==> src/rtl/adder_tree_operand_loader.sv <==
// Serial-to-parallel operand collector feeding the adder tree leaves.
// Packs up to NUM_OPERANDS words per frame, zero-fills unused lanes, holds the frame under valid/ready.
module adder_tree_operand_loader #(
    parameter int unsigned ADDER_WIDTH  = 23,
    parameter int unsigned NUM_OPERANDS = 8
) (
    input  logic                                  clk,
    input  logic                                  rst_n,
    input  logic [ADDER_WIDTH-1:0]                in_data,
    input  logic                                  in_valid,
    input  logic                                  in_last,
    output logic                                  in_ready,
    output logic [NUM_OPERANDS*ADDER_WIDTH-1:0]   out_data,
    output logic [$clog2(NUM_OPERANDS):0]         out_count,
    output logic                                  out_valid,
    input  logic                                  out_ready
);

    localparam int unsigned PTR_W = $clog2(NUM_OPERANDS);
    localparam int unsigned CNT_W = PTR_W + 1;
    localparam logic [PTR_W-1:0] LAST_PTR = PTR_W'(NUM_OPERANDS - 1);

    typedef enum logic {
        FILL = 1'b0,
        HOLD = 1'b1
    } state_t;

    state_t                 state_q;
    state_t                 state_d;
    logic [PTR_W-1:0]       ptr_q;
    logic [PTR_W-1:0]       ptr_d;
    logic [ADDER_WIDTH-1:0] lane_q [NUM_OPERANDS];
    logic [ADDER_WIDTH-1:0] lane_d [NUM_OPERANDS];
    logic [CNT_W-1:0]       count_q;
    logic [CNT_W-1:0]       count_d;
    logic                   valid_q;

    logic                   accept;
    logic                   close;
    logic [PTR_W-1:0]       wr_idx;

    // A HOLD-state handshake may take the first word of the next frame in the same cycle.
    assign in_ready = (state_q == FILL) | ((state_q == HOLD) & out_ready);
    assign accept   = in_valid & in_ready;
    assign wr_idx   = (state_q == FILL) ? ptr_q : '0;
    assign close    = accept & (in_last | ((state_q == FILL) & (ptr_q == LAST_PTR)));

    // State register plus datapath registers
    always_ff @(posedge clk or negedge rst_n) begin
        if (!rst_n) begin
            state_q <= FILL;
            ptr_q   <= '0;
            count_q <= '0;
            valid_q <= 1'b0;
            for (int unsigned k = 0; k < NUM_OPERANDS; k++) begin
                lane_q[k] <= '0;
            end
        end else begin
            state_q <= state_d;
            ptr_q   <= ptr_d;
            count_q <= count_d;
            valid_q <= (state_d == HOLD);
            lane_q  <= lane_d;
        end
    end

    // Next-state and lane pointer
    always_comb begin
        state_d = state_q;
        ptr_d   = ptr_q;
        case (state_q)
            FILL: begin
                if (close) begin
                    state_d = HOLD;
                    ptr_d   = '0;
                end else if (accept) begin
                    ptr_d = ptr_q + PTR_W'(1);
                end
            end
            HOLD: begin
                if (out_ready) begin
                    if (close) begin
                        state_d = HOLD;
                        ptr_d   = '0;
                    end else if (accept) begin
                        state_d = FILL;
                        ptr_d   = PTR_W'(1);
                    end else begin
                        state_d = FILL;
                        ptr_d   = '0;
                    end
                end
            end
            default: begin
                state_d = FILL;
                ptr_d   = '0;
            end
        endcase
    end

    // Lane writes, zero-fill above the closing lane, and frame outputs
    always_comb begin
        lane_d  = lane_q;
        count_d = count_q;
        if (accept) begin
            for (int unsigned k = 0; k < NUM_OPERANDS; k++) begin
                if (PTR_W'(k) == wr_idx) begin
                    lane_d[k] = in_data;
                end else if (close && (PTR_W'(k) > wr_idx)) begin
                    lane_d[k] = '0;
                end
            end
        end
        if (close) begin
            count_d = CNT_W'(wr_idx) + CNT_W'(1);
        end
        out_data = '0;
        for (int unsigned k = 0; k < NUM_OPERANDS; k++) begin
            out_data[k*ADDER_WIDTH +: ADDER_WIDTH] = lane_q[k];
        end
        out_count = count_q;
        out_valid = valid_q;
    end

endmodule

==> config.mk <==
export PLATFORM = sky130hd
export DESIGN_NAME = adder_tree_operand_loader
export DESIGN_NICKNAME = d
export VERILOG_FILES = /design/src/rtl/adder_tree_operand_loader.sv
export SDC_FILE = /design/constraint.sdc
export NUM_CORES = 1
export LEC_CHECK = 0
export BUFFER_PORTS_ARGS = -buffer_cell sky130_fd_sc_hd__buf_2
export CORE_MARGIN = 3
export CORE_UTILIZATION = 52
export DETAILED_ROUTE_END_ITERATION = 8
export PLACE_DENSITY = 0.9
export SLEW_MARGIN = 20
export SYNTH_ARGS = -nofsm -noshare
export SYNTH_HDL_FRONTEND = slang
export SYNTH_SLANG_ARGS = --single-unit
==> constraint.sdc <==
create_clock -name clk -period 3.11 [get_ports clk]
set_input_delay 0.4665 -clock clk [delete_from_list [all_inputs] [get_ports clk]]
set_output_delay 0.4665 -clock clk [all_outputs]
set_load 0.05 [all_outputs]
==> results of run 1 <==
layer usage:
metal | vias to the layer above | global-route usage, % | wire length, um
li1 | 3174 | - | -
met1 | 3343 | 37.1 | 9280
met2 | 360 | 44.2 | 11500
met3 | 62 | 5.81 | 1970
met4 | 0 | 10.8 | 706
met5 | - | 0 | 0
critical path: stages (launching register included):
cell	delay (ns)
dfrtp_1	0.69
ha_1	0.26
nor2_1	0.09
o31a_1	0.34
nor2_4	0.45
buf_4	0.37
o21ai_0	0.17
through the flow:
stage	total power, uW	utilization [%]	hold slack, ns	setup slack [ns]
6_report	7640	65.2	0.0646	0.595
2_1_floorplan	4830	-	0.171	1.02
3_3_place_gp	5410	61.2	0.499	0.746
3_5_place_dp	5470	61.2	0.507	0.652
5_1_grt	7940	65.2	0.106	0.420
4_1_cts	7670	65.2	0.0665	0.622
cell usage in the layout (no fill, tap or decap), types with 2 or more instances in the layout:
master,n
clkinvlp_4,3
and3_1,2
nor3_2,3
inv_1,3
nor2_1,6
bufinv_16,2
nand2_1,351
mux2_2,2
nor2b_1,2
o21ai_0,100
dfrtp_1,192
nand2b_1,5
nand3_1,5
o2bb2ai_1,23
clkbuf_16,17
inv_6,7
clkinv_4,2
buf_2,216
o21ai_1,64
or3_1,3
buf_4,17
ha_1,4
and2_1,2
a21oi_1,3
area by class of cell:
cell class	instances	area, um^2
Fill cell	1200	5150
Sequential cell	192	4800
Multi-Input combinational cell	594	2770
Timing Repair Buffer	235	1240
Clock buffer	17	425
Tap cell	184	230
Clock inverter	15	173
Inverter	4	15.0
power groups by stage:
| stage | sequential [uW] | clock [uW] | combinational (uW) |
|---|---|---|---|
| global placement | 3090 | 0 | 2330 |
| detailed placement | 3110 | 0 | 2360 |
| global route | 3100 | 2340 | 2500 |
| finish | 3070 | 2210 | 2360 |
| CTS | 3060 | 2230 | 2370 |
| floorplan | 4290 | 0 | 538 |
how the worst max path moves through the flow:
stage / slack (ns) / to / startpoint / depth (start not counted)
after detailed placement: 0.65 / out_data[98] / ptr_q[2] / 6
after global placement: 0.75 / out_data[47] / ptr_q[2] / 6
final: 0.60 / out_data[23] / ptr_q[2] / 6
after floorplan: 1.02 / out_data[165] / out_valid / 8
after CTS: 0.62 / out_data[23] / ptr_q[2] / 6
after global routing: 0.42 / out_data[23] / ptr_q[2] / 6
sequential cells by signal (all words and copies together), names as in the netlist:
register and count:
out_data 184, out_count 4, ptr_q 3, out_valid 1
cells by family (layout without fill, tap and decap cells):
family                     Yosys count  count (layout)
adders and majority gates            4               4
DFF                                192             192
muxes                                2               2
buffers and inverters               88             271
AOI/OAI and AO/OA                  199             199
and+or+nand+nor                    389             389
==> impl_metrics.csv, run 1 <==
group,metric,value,unit
drt,viasPerCell,5.59,
sta,max_clock_freq,398,MHz
sta,min_period,2.51,ns
grt,track_usage,27.6,%
critical_path,cp-end-kind,"flop",
sta,setup_viol,0,
synthesis,synth_mux_area_share,0.281,%
synthesis,synth.distinct_cells,39,
synthesis,syn-instance-count,874,
drt,routed_wl,23400,um
worst_hold_path,hp-class,"in -> async",
power_and_ir_drop,swShare,40.7,%
critical_path,path_max_fanout,25,
power_and_ir_drop,power_frac_seq,40.1,%
layout,layout.nets,1076,
synthesis,yosys-top-cells-area,"dfrtp_1 (60%), nand2_1 (16%), o21ai_0 (6.2%)",
sta,slew_headroom,27.6,%
clock_tree,clkLatencyLatePin,0.43,ns
synthesis,synthTopCellsByCount,"nand2_1 (351), dfrtp_1 (192), o21ai_0 (100)",
synthesis,yosys.area_share.xor_xnor,0,%
placement,numPortBuffers,217,
placement,place.gp.congestion,0.910,
synthesis,synth_edf_count,0,
sta,worst_pin_slew,1.08,ns
power_and_ir_drop,power_frac_comb,30.9,%
power_and_ir_drop,p_clk_share,28.9,%
grt,overflow,0,
synthesis,synth_top_area_cell,"dfrtp_1",
drt,drtAntennaViolNets,0,
critical_path,worstSetupStartpointType,"flop",
power_and_ir_drop,p_switching,3110,uW
clock_tree,cts_buffers,17,
clock_tree,cts_tree,"done",
synthesis,syn_nets,906,
synthesis,seq_area_frac_synth,59.8,%
layout,final_cells,1241,
synthesis,synth-async-reset-ratio,100,%
power_and_ir_drop,p_leak,0.00488,uW
floorplanning,die_area,0.0170,mm^2
synthesis,synth.avg_cell_area,9.19,um^2
clock_tree,root_buffer,"clkbuf_16",
critical_path,r2r-end,"out_data[23]",
clock_tree,cts_hold_buf,0,
synthesis,yosysTopAreaCellShare,59.8,%
layout,syn_to_final_growth,20.3,%
synthesis,synthFlopType,"dfrtp_1",
drt,vias,6939,
grt,antenna_found_initial,0,
synthesis,synth_fa_ha_area_share,0.623,%
synthesis,synthSimpleGateAreaFrac,19.4,%
critical_path,path_class,"reg -> reg",
synthesis,netlist_area,0.00803,mm^2
floorplanning,dieHeight,130,um
sta,fin_setup_tns,0,ns
sta,period_share,80.9,%
sta,rsz0062_at_grt,"false",
critical_path,rr_worst_depth,6,
placement,dpl.cell_count,1209,
critical_path,regToRegSetupSlack,0.60,ns
sta,clock_skew,0.00896,ns
clock_tree,clkTransAtPathRegs,0.07,ns
layout,drive_gt1_share,26.7,%
drt,drtIter0Drc,759,
clock_tree,post-cts-setup-buffers,0,
critical_path,cp_data_arrival_time,2.80,ns
drt,detail_route.wl_per_cell,18.9,um
floorplanning,die_x,130,um
synthesis,yosys_warnings,0,
floorplanning,fp-row-count,44,
grt,grt_pass1_vias,6490,
floorplanning,coreArea,0.0148,mm^2
power_and_ir_drop,p_per_area,791,mW/mm^2
drt,first_pass_iters,5,
floorplanning,pin_count,218,
synthesis,synth_most_common_cell,"nand2_1",
synthesis,synth_compound_gate_area_share,13.8,%
critical_path,critPathRequiredTime,3.40,ns
sta,hold_viol,0,
clock_tree,clkSinkCount,192,
run_status,outcome,"finished clean",
clock_tree,post_cts_resized,0,
clock_tree,cts.htree.levels,4,
placement,dpl_cell_area,0.00906,mm^2
layout,final_area,0.00966,mm^2
layout,diodes,0,
flow_run,max_cap_violations,0,
floorplanning,start_util,54.2,%
critical_path,r2r_start,"ptr_q[2]",
synthesis,synth_top_family_by_area,"simple AND/OR/NAND/NOR gates",
power_and_ir_drop,vdd_ir_drop_max,0.393,mV
power_and_ir_drop,p_int,4530,uW
sta,maxSlewViolCount,0,
placement,hpwl,15800,um
grt,grt_max_degree,78,
clock_tree,clockBufferDepth,2,
grt,grt_pass1_wl,35600,um
synthesis,synth-seq-cells,192,
drt,drc_errors,0,
(Power assumes the default switching activity.)
==> run 2, diff against run 1 <==
--- a/config.mk
+++ b/config.mk
@@ -5,6 +5,7 @@
 export SDC_FILE = /design/constraint.sdc
 export NUM_CORES = 1
 export LEC_CHECK = 0
+export ABC_AREA = 1
 export BUFFER_PORTS_ARGS = -buffer_cell sky130_fd_sc_hd__buf_2
 export CORE_MARGIN = 3
 export CORE_UTILIZATION = 52
==> constraint.sdc (replaced) <==
create_clock -name clk -period 2.61 [get_ports clk]
set_input_delay 0.3915 -clock clk [delete_from_list [all_inputs] [get_ports clk]]
set_output_delay 0.3915 -clock clk [all_outputs]
set_load 0.05 [all_outputs]
==> impl_metrics.csv, run 2 <==
group,metric,value,unit
run_status,outcome,"finished clean",
grt,grt_pass1_wl,39700,um
synthesis,yosys_warnings,0,
critical_path,slowest_delay,0.44,ns
drt,drtIter0Drc,717,
grt,grt_pass1_vias,7126,
critical_path,path_class,"reg -> reg",
worst_hold_path,holdPathEnd,"out_data[161]",
synthesis,seq_area_frac_synth,58.8,%
drt,viasPerCell,5.58,
clock_tree,cts_buffers,17,
layout,diodes,0,
sta,clock_skew,0.00781,ns
sta,hold-worst-slack,0.307,ns
sta,setup_viol,0,
critical_path,regToRegSetupSlack,0.21,ns
layout,fin_util,65.1,%
critical_path,path_max_fanout,24,
grt,antenna_found_initial,0,
worst_hold_path,worstHoldStart,"in_data[0]",
critical_path,worstSetupStartpointType,"flop",
critical_path,path_delay_family,"buffers and inverters",
clock_tree,clkLatencyLatePin,0.43,ns
critical_path,cp_data_arrival_time,2.70,ns
grt,grt_max_degree,70,
layout,largest_register_ffs,184,
drt,drc_errors,0,
grt,overflow,0,
sta,rsz0062_at_grt,"false",
floorplanning,pin_count,218,
sta,maxSlewViolCount,0,
worst_hold_path,hold_depth,3,
drt,drtAntennaViolNets,0,
synthesis,synth-async-reset-ratio,100,%
flow_run,max_cap_violations,0,
layout,syn_to_final_growth,22.1,%
drt,routed_wl,25100,um
placement,numPortBuffers,217,
sta,max_clock_freq,416,MHz
layout,multiInputGateArea,0.00284,mm^2
clock_tree,root_buffer,"clkbuf_16",
placement,dpl_cell_area,0.00933,mm^2
synthesis,synth_edf_count,0,
floorplanning,dieHeight,131,um
synthesis,synthFlopType,"dfrtp_1",
sta,hold_viol,0,
clock_tree,clockBufferDepth,2,
layout,layout_commonest_cell,"nand2_1",
synthesis,syn_nets,976,
floorplanning,die_x,131,um
sta,min_period,2.40,ns
synthesis,synth-seq-cells,192,
layout,layout.nets,1150,
critical_path,worst-path-buf-inv,4,
clock_tree,clkTransAtPathRegs,0.07,ns
critical_path,cp_cell_sequence,"inv_1 > nor2_1 > inv_1 > ha_1 > nand3_1 > buf_4 > inv_2 > nand2_1 > nand2_1",
synthesis,yosysTopAreaCellShare,58.8,%
power_and_ir_drop,vdd_ir_drop_max,0.438,mV
synthesis,syn-instance-count,944,
critical_path,critPathRequiredTime,2.91,ns
critical_path,r2r-end,"out_data[12]",
drt,first_pass_iters,5,
layout,fill_cells,1253,
synthesis,synth.distinct_cells,23,
placement,hpwl,16400,um
floorplanning,coreArea,0.0153,mm^2
grt,track_usage,29.0,%
floorplanning,start_util,53.4,%
critical_path,cp-end-kind,"flop",
placement,place_worst_setup_slack,0.274,ns
synthesis,synthTopCellsByCount,"nand2_1 (341), nand3_1 (213), dfrtp_1 (192)",
sta,slew_headroom,31.0,%
synthesis,synth_most_common_cell,"nand2_1",
synthesis,yosys-top-cells-area,"dfrtp_1 (59%), nand2_1 (16%), nand3_1 (13%)",
sta,fin_setup_tns,0,ns
floorplanning,die_area,0.0173,mm^2
clock_tree,cts.htree.levels,4,
drt,detail_route.wl_per_cell,18.7,um
power_and_ir_drop,p_leak,0.00609,uW
power_and_ir_drop,p_per_area,795,mW/mm^2
worst_hold_path,hp-class,"in -> reg",
sta,worst_pin_slew,1.03,ns
synthesis,netlist_area,0.00817,mm^2
sta,setup_slack,0.209,ns
floorplanning,fp-row-count,45,
layout,final_area,0.00998,mm^2
clock_tree,clkSinkCount,192,
clock_tree,cts_tree,"done",
placement,place.gp.congestion,0.962,
clock_tree,post-cts-setup-buffers,0,
drt,vias,7494,
layout,area.sequential,0.00480,mm^2
synthesis,synth_top_area_cell,"dfrtp_1",
critical_path,rr_worst_depth,9,
synthesis,synth.avg_cell_area,8.66,um^2
critical_path,slowest_stage,"dfrtp_1",
sta,period_share,92.0,%
layout,layout_common_cells,"nand2_1 (341), buf_2 (216), nand3_1 (212)",
layout,drive_gt1_share,25.6,%
critical_path,r2r_start,"ptr_q[0]",
-- run 2: changes by cell type after synthesis, moves of 19 or more --
cell	previous run	this run
nand3_1	5	213
o21ai_0	100	5
o21ai_1	65	1
inv_1	3	32
nand4_1	1	25
o2bb2ai_1	23	0
nor2_1	7	27
clkbuf_2	1	20
-- run 2: per-stage QoR --
stage               std cells  total power (uW)
floorplan                 944              4650
global placement         1309              5120
detailed placement       1309              5160
CTS                      1342              7950
global route             1342              8190
finish                   1342              7930
-- run 2: layout make-up --
type / count / share of cell area [%]
clock buffers: 20 / 4.58
flip-flops and latches: 192 / 48.2
clock inverters: 12 / 1.83
multi-input cells: 632 / 28.4
well taps: 211 / 2.65
repair buffers: 238 / 13.0
inverters: 37 / 1.42
-- run 2: timing repair --
| action | CTS | global route |
|---|---|---|
| setup endpoints to repair | 0 | 0 |
| resized for setup | 0 | 0 |
| hold buffers | 1 | 0 |
| hold endpoints to repair | 44 | 0 |
-- run 2: worst max-delay path by stage --
stage,startpoint,endpoint,slack (ns),depth (start not counted)
final,ptr_q[0],out_data[12],0.21,9
after floorplan,out_valid,out_data[163],0.33,11
after detailed placement,ptr_q[0],out_data[16],0.27,9
after CTS,ptr_q[0],out_data[12],0.24,9
after global placement,ptr_q[0],out_data[20],0.37,9
after global routing,ptr_q[0],out_data[12],0.02,9
-- run 2: tightest hold or removal path, stage by stage --
cell     delay, ns
buf_2         0.17
nand2_1       0.09
nand2_1       0.05
-- run 2: logic make-up after synthesis --
| group | synth area share, % |
|---|---|
| buffers and inverters | 6.60 |
| AOI/OAI and AO/OA | 0.796 |
| adders and majority gates | 0.612 |
| and+or+nand+nor | 33.2 |
| DFF | 58.8 |
-- run 2: per-layer routing --
layer / track usage (%) / up-vias / routed length (um)
met1: 38.6 / 3600 / 9970
met4: 13.7 / 0 / 959
met2: 46.2 / 431 / 12000
met5: 0 / - / 0
li1: - / 3384 / -
met3: 5.97 / 79 / 2130
-- run 2: power by group --
| group | switching (uW) | internal [uW] | leakage [uW] |
|---|---|---|---|
| combinational | 1430 | 344 | 0.00316 |
| sequential | 147 | 3210 | 0.00263 |
| clock | 1150 | 1660 | 0.000303 |
| total | 2720 | 5210 | 0.00609 |
==> run 3, diff against run 2 <==
--- a/config.mk
+++ b/config.mk
@@ -7,7 +7,7 @@
 export LEC_CHECK = 0
 export ABC_AREA = 1
 export BUFFER_PORTS_ARGS = -buffer_cell sky130_fd_sc_hd__buf_2
-export CORE_MARGIN = 3
+export CORE_ASPECT_RATIO = 0.8
 export CORE_UTILIZATION = 52
 export DETAILED_ROUTE_END_ITERATION = 8
 export PLACE_DENSITY = 0.9
==> constraint.sdc (replaced) <==
create_clock -name clk -period 3 [get_ports clk]
set_input_delay 0.45 -clock clk [delete_from_list [all_inputs] [get_ports clk]]
set_output_delay 0.45 -clock clk [all_outputs]
set_load 0.05 [all_outputs]
==> impl_metrics.csv, run 3 (same netlist as run 2, synthesis figures left out) <==
group,metric,value,unit
run_status,outcome,"finished clean",
floorplanning,die_x,142,um
clock_tree,clkSinkCount,192,
floorplanning,die_area,0.0162,mm^2
critical_path,path_class,"reg -> reg",
power_and_ir_drop,p_switching,2370,uW
clock_tree,post_cts_resized,0,
layout,drive_gt1_share,25.5,%
drt,drtAntennaViolNets,0,
clock_tree,root_buffer,"clkbuf_16",
drt,detail_route.wl_per_cell,18.2,um
power_and_ir_drop,power_frac_comb,23.4,%
power_and_ir_drop,power_frac_seq,44.6,%
floorplanning,dieHeight,114,um
layout,largest_register_ffs,184,
grt,antenna_found_initial,0,
grt,grt_max_degree,71,
power_and_ir_drop,p_per_area,663,mW/mm^2
sta,hold_viol,0,
sta,fin_setup_tns,0,ns
power_and_ir_drop,swShare,36.3,%
drt,routed_wl,24400,um
drt,viasPerCell,5.53,
grt,grt_pass1_vias,6682,
sta,slew_headroom,36.9,%
sta,max_clock_freq,436,MHz
clock_tree,cts.htree.levels,4,
placement,numPortBuffers,217,
layout,layout_common_cells,"nand2_1 (341), buf_2 (216), nand3_1 (212)",
critical_path,r2r_start,"out_valid",
clock_tree,cts_hold_buf,0,
layout,diodes,0,
critical_path,worstSetupStartpointType,"flop",
layout,layout_commonest_cell,"nand2_1",
critical_path,rr_worst_depth,7,
layout,syn_to_final_growth,20.3,%
sta,period_share,76.4,%
placement,hpwl,16400,um
grt,grt_pass1_wl,37300,um
power_and_ir_drop,p_leak,0.00600,uW
grt,track_usage,30.7,%
critical_path,cp-end-kind,"flop",
clock_tree,post-cts-setup-buffers,0,
critical_path,path_max_fanout,24,
layout,fin_util,64.9,%
drt,first_pass_iters,6,
critical_path,critPathRequiredTime,3.37,ns
drt,drtIter0Drc,782,
placement,place.gp.congestion,0.922,
flow_run,max_cap_violations,0,
power_and_ir_drop,vdd_ir_drop_max,0.380,mV
sta,rsz0062_at_grt,"false",
sta,clock_skew,0.0102,ns
worst_hold_path,hp-class,"in -> async",
floorplanning,start_util,53.9,%
power_and_ir_drop,p_clk_share,32.0,%
critical_path,regToRegSetupSlack,0.71,ns
sta,maxSlewViolCount,0,
clock_tree,clkLatencyLatePin,0.43,ns
layout,final_cells,1337,
clock_tree,cts_tree,"done",
floorplanning,pin_count,218,
sta,setup_viol,0,
clock_tree,clockBufferDepth,2,
floorplanning,fp-row-count,40,
grt,overflow,0,
placement,dpl.cell_count,1305,
power_and_ir_drop,p_int,4150,uW
sta,min_period,2.29,ns
clock_tree,clkTransAtPathRegs,0.07,ns
clock_tree,cts_buffers,17,
floorplanning,coreArea,0.0152,mm^2
critical_path,cp_data_arrival_time,2.66,ns
drt,vias,7398,
layout,layout.nets,1146,
critical_path,r2r-end,"out_data[51]",
sta,worst_pin_slew,0.945,ns
drt,drc_errors,0,
[run 3: changes by cell type in the layout (fill, tap and decap cells not counted), moves of 2 or more]
| cell | before | now |
|---|---|---|
| buf_4 | 17 | 15 |
| clkinv_4 | 3 | 1 |
| inv_6 | 1 | 3 |
| bufinv_16 | 4 | 0 |
| clkbuf_8 | 3 | 1 |
| clkinvlp_4 | 3 | 7 |
[run 3: per-layer routing]
| layer | vias to the layer above | wire, um | GRT usage (%) |
|---|---|---|---|
| met4 | 0 | 369 | 9.53 |
| met3 | 37 | 2830 | 7.95 |
| met5 | - | 0 | 0 |
| met2 | 431 | 11100 | 46.9 |
| li1 | 3372 | - | - |
| met1 | 3558 | 10000 | 43.0 |
[run 3: area by class of cell]
class	instances	area (um^2)
multi-input cells	632	2840
repair buffers	234	1250
clock inverters	14	109
fillers	1276	5330
well taps	210	263
inverters	37	141
clock buffers	18	429
flip-flops and latches	192	4800
[run 3: worst max-delay path: stages, from the launching register on]
cell	delay (ns)
dfrtp_1	0.48
inv_4	0.16
nand2_2	0.13
nor2_2	0.20
nand3_2	0.50
inv_2	0.53
nand2_1	0.13
nand2_1	0.09
[run 3: worst max path at each step]
stage / start / to / slack, ns / depth (start not counted)
after floorplan: out_valid / out_data[163] / 0.72 / 11
after global placement: out_valid / out_data[83] / 0.81 / 7
after global routing: out_valid / out_data[60] / 0.55 / 7
final: out_valid / out_data[51] / 0.71 / 7
after CTS: ptr_q[0] / out_data[72] / 0.74 / 7
after detailed placement: out_ready / out_data[136] / 0.73 / 7
[run 3: power by group through the flow]
stage / clock (uW) / sequential [uW] / combinational [uW]
finish: 2080 / 2910 / 1530
global route: 2230 / 2930 / 1610
CTS: 2120 / 2910 / 1530
detailed placement: 0 / 2950 / 1520
global placement: 0 / 2950 / 1500
floorplan: 0 / 3650 / 395
[run 3: through the flow]
step | power (uW) | setup WS (ns) | cell area [um^2] | hold slack (ns)
2_1_floorplan | 4040 | 0.721 | 8170 | 0.154
3_3_place_gp | 4440 | 0.811 | 9300 | 0.451
3_5_place_dp | 4480 | 0.731 | 9300 | 0.453
5_1_grt | 6770 | 0.550 | 9840 | 0.0495
6_report | 6520 | 0.708 | 9840 | 0.0238
4_1_cts | 6550 | 0.739 | 9840 | 0.0279
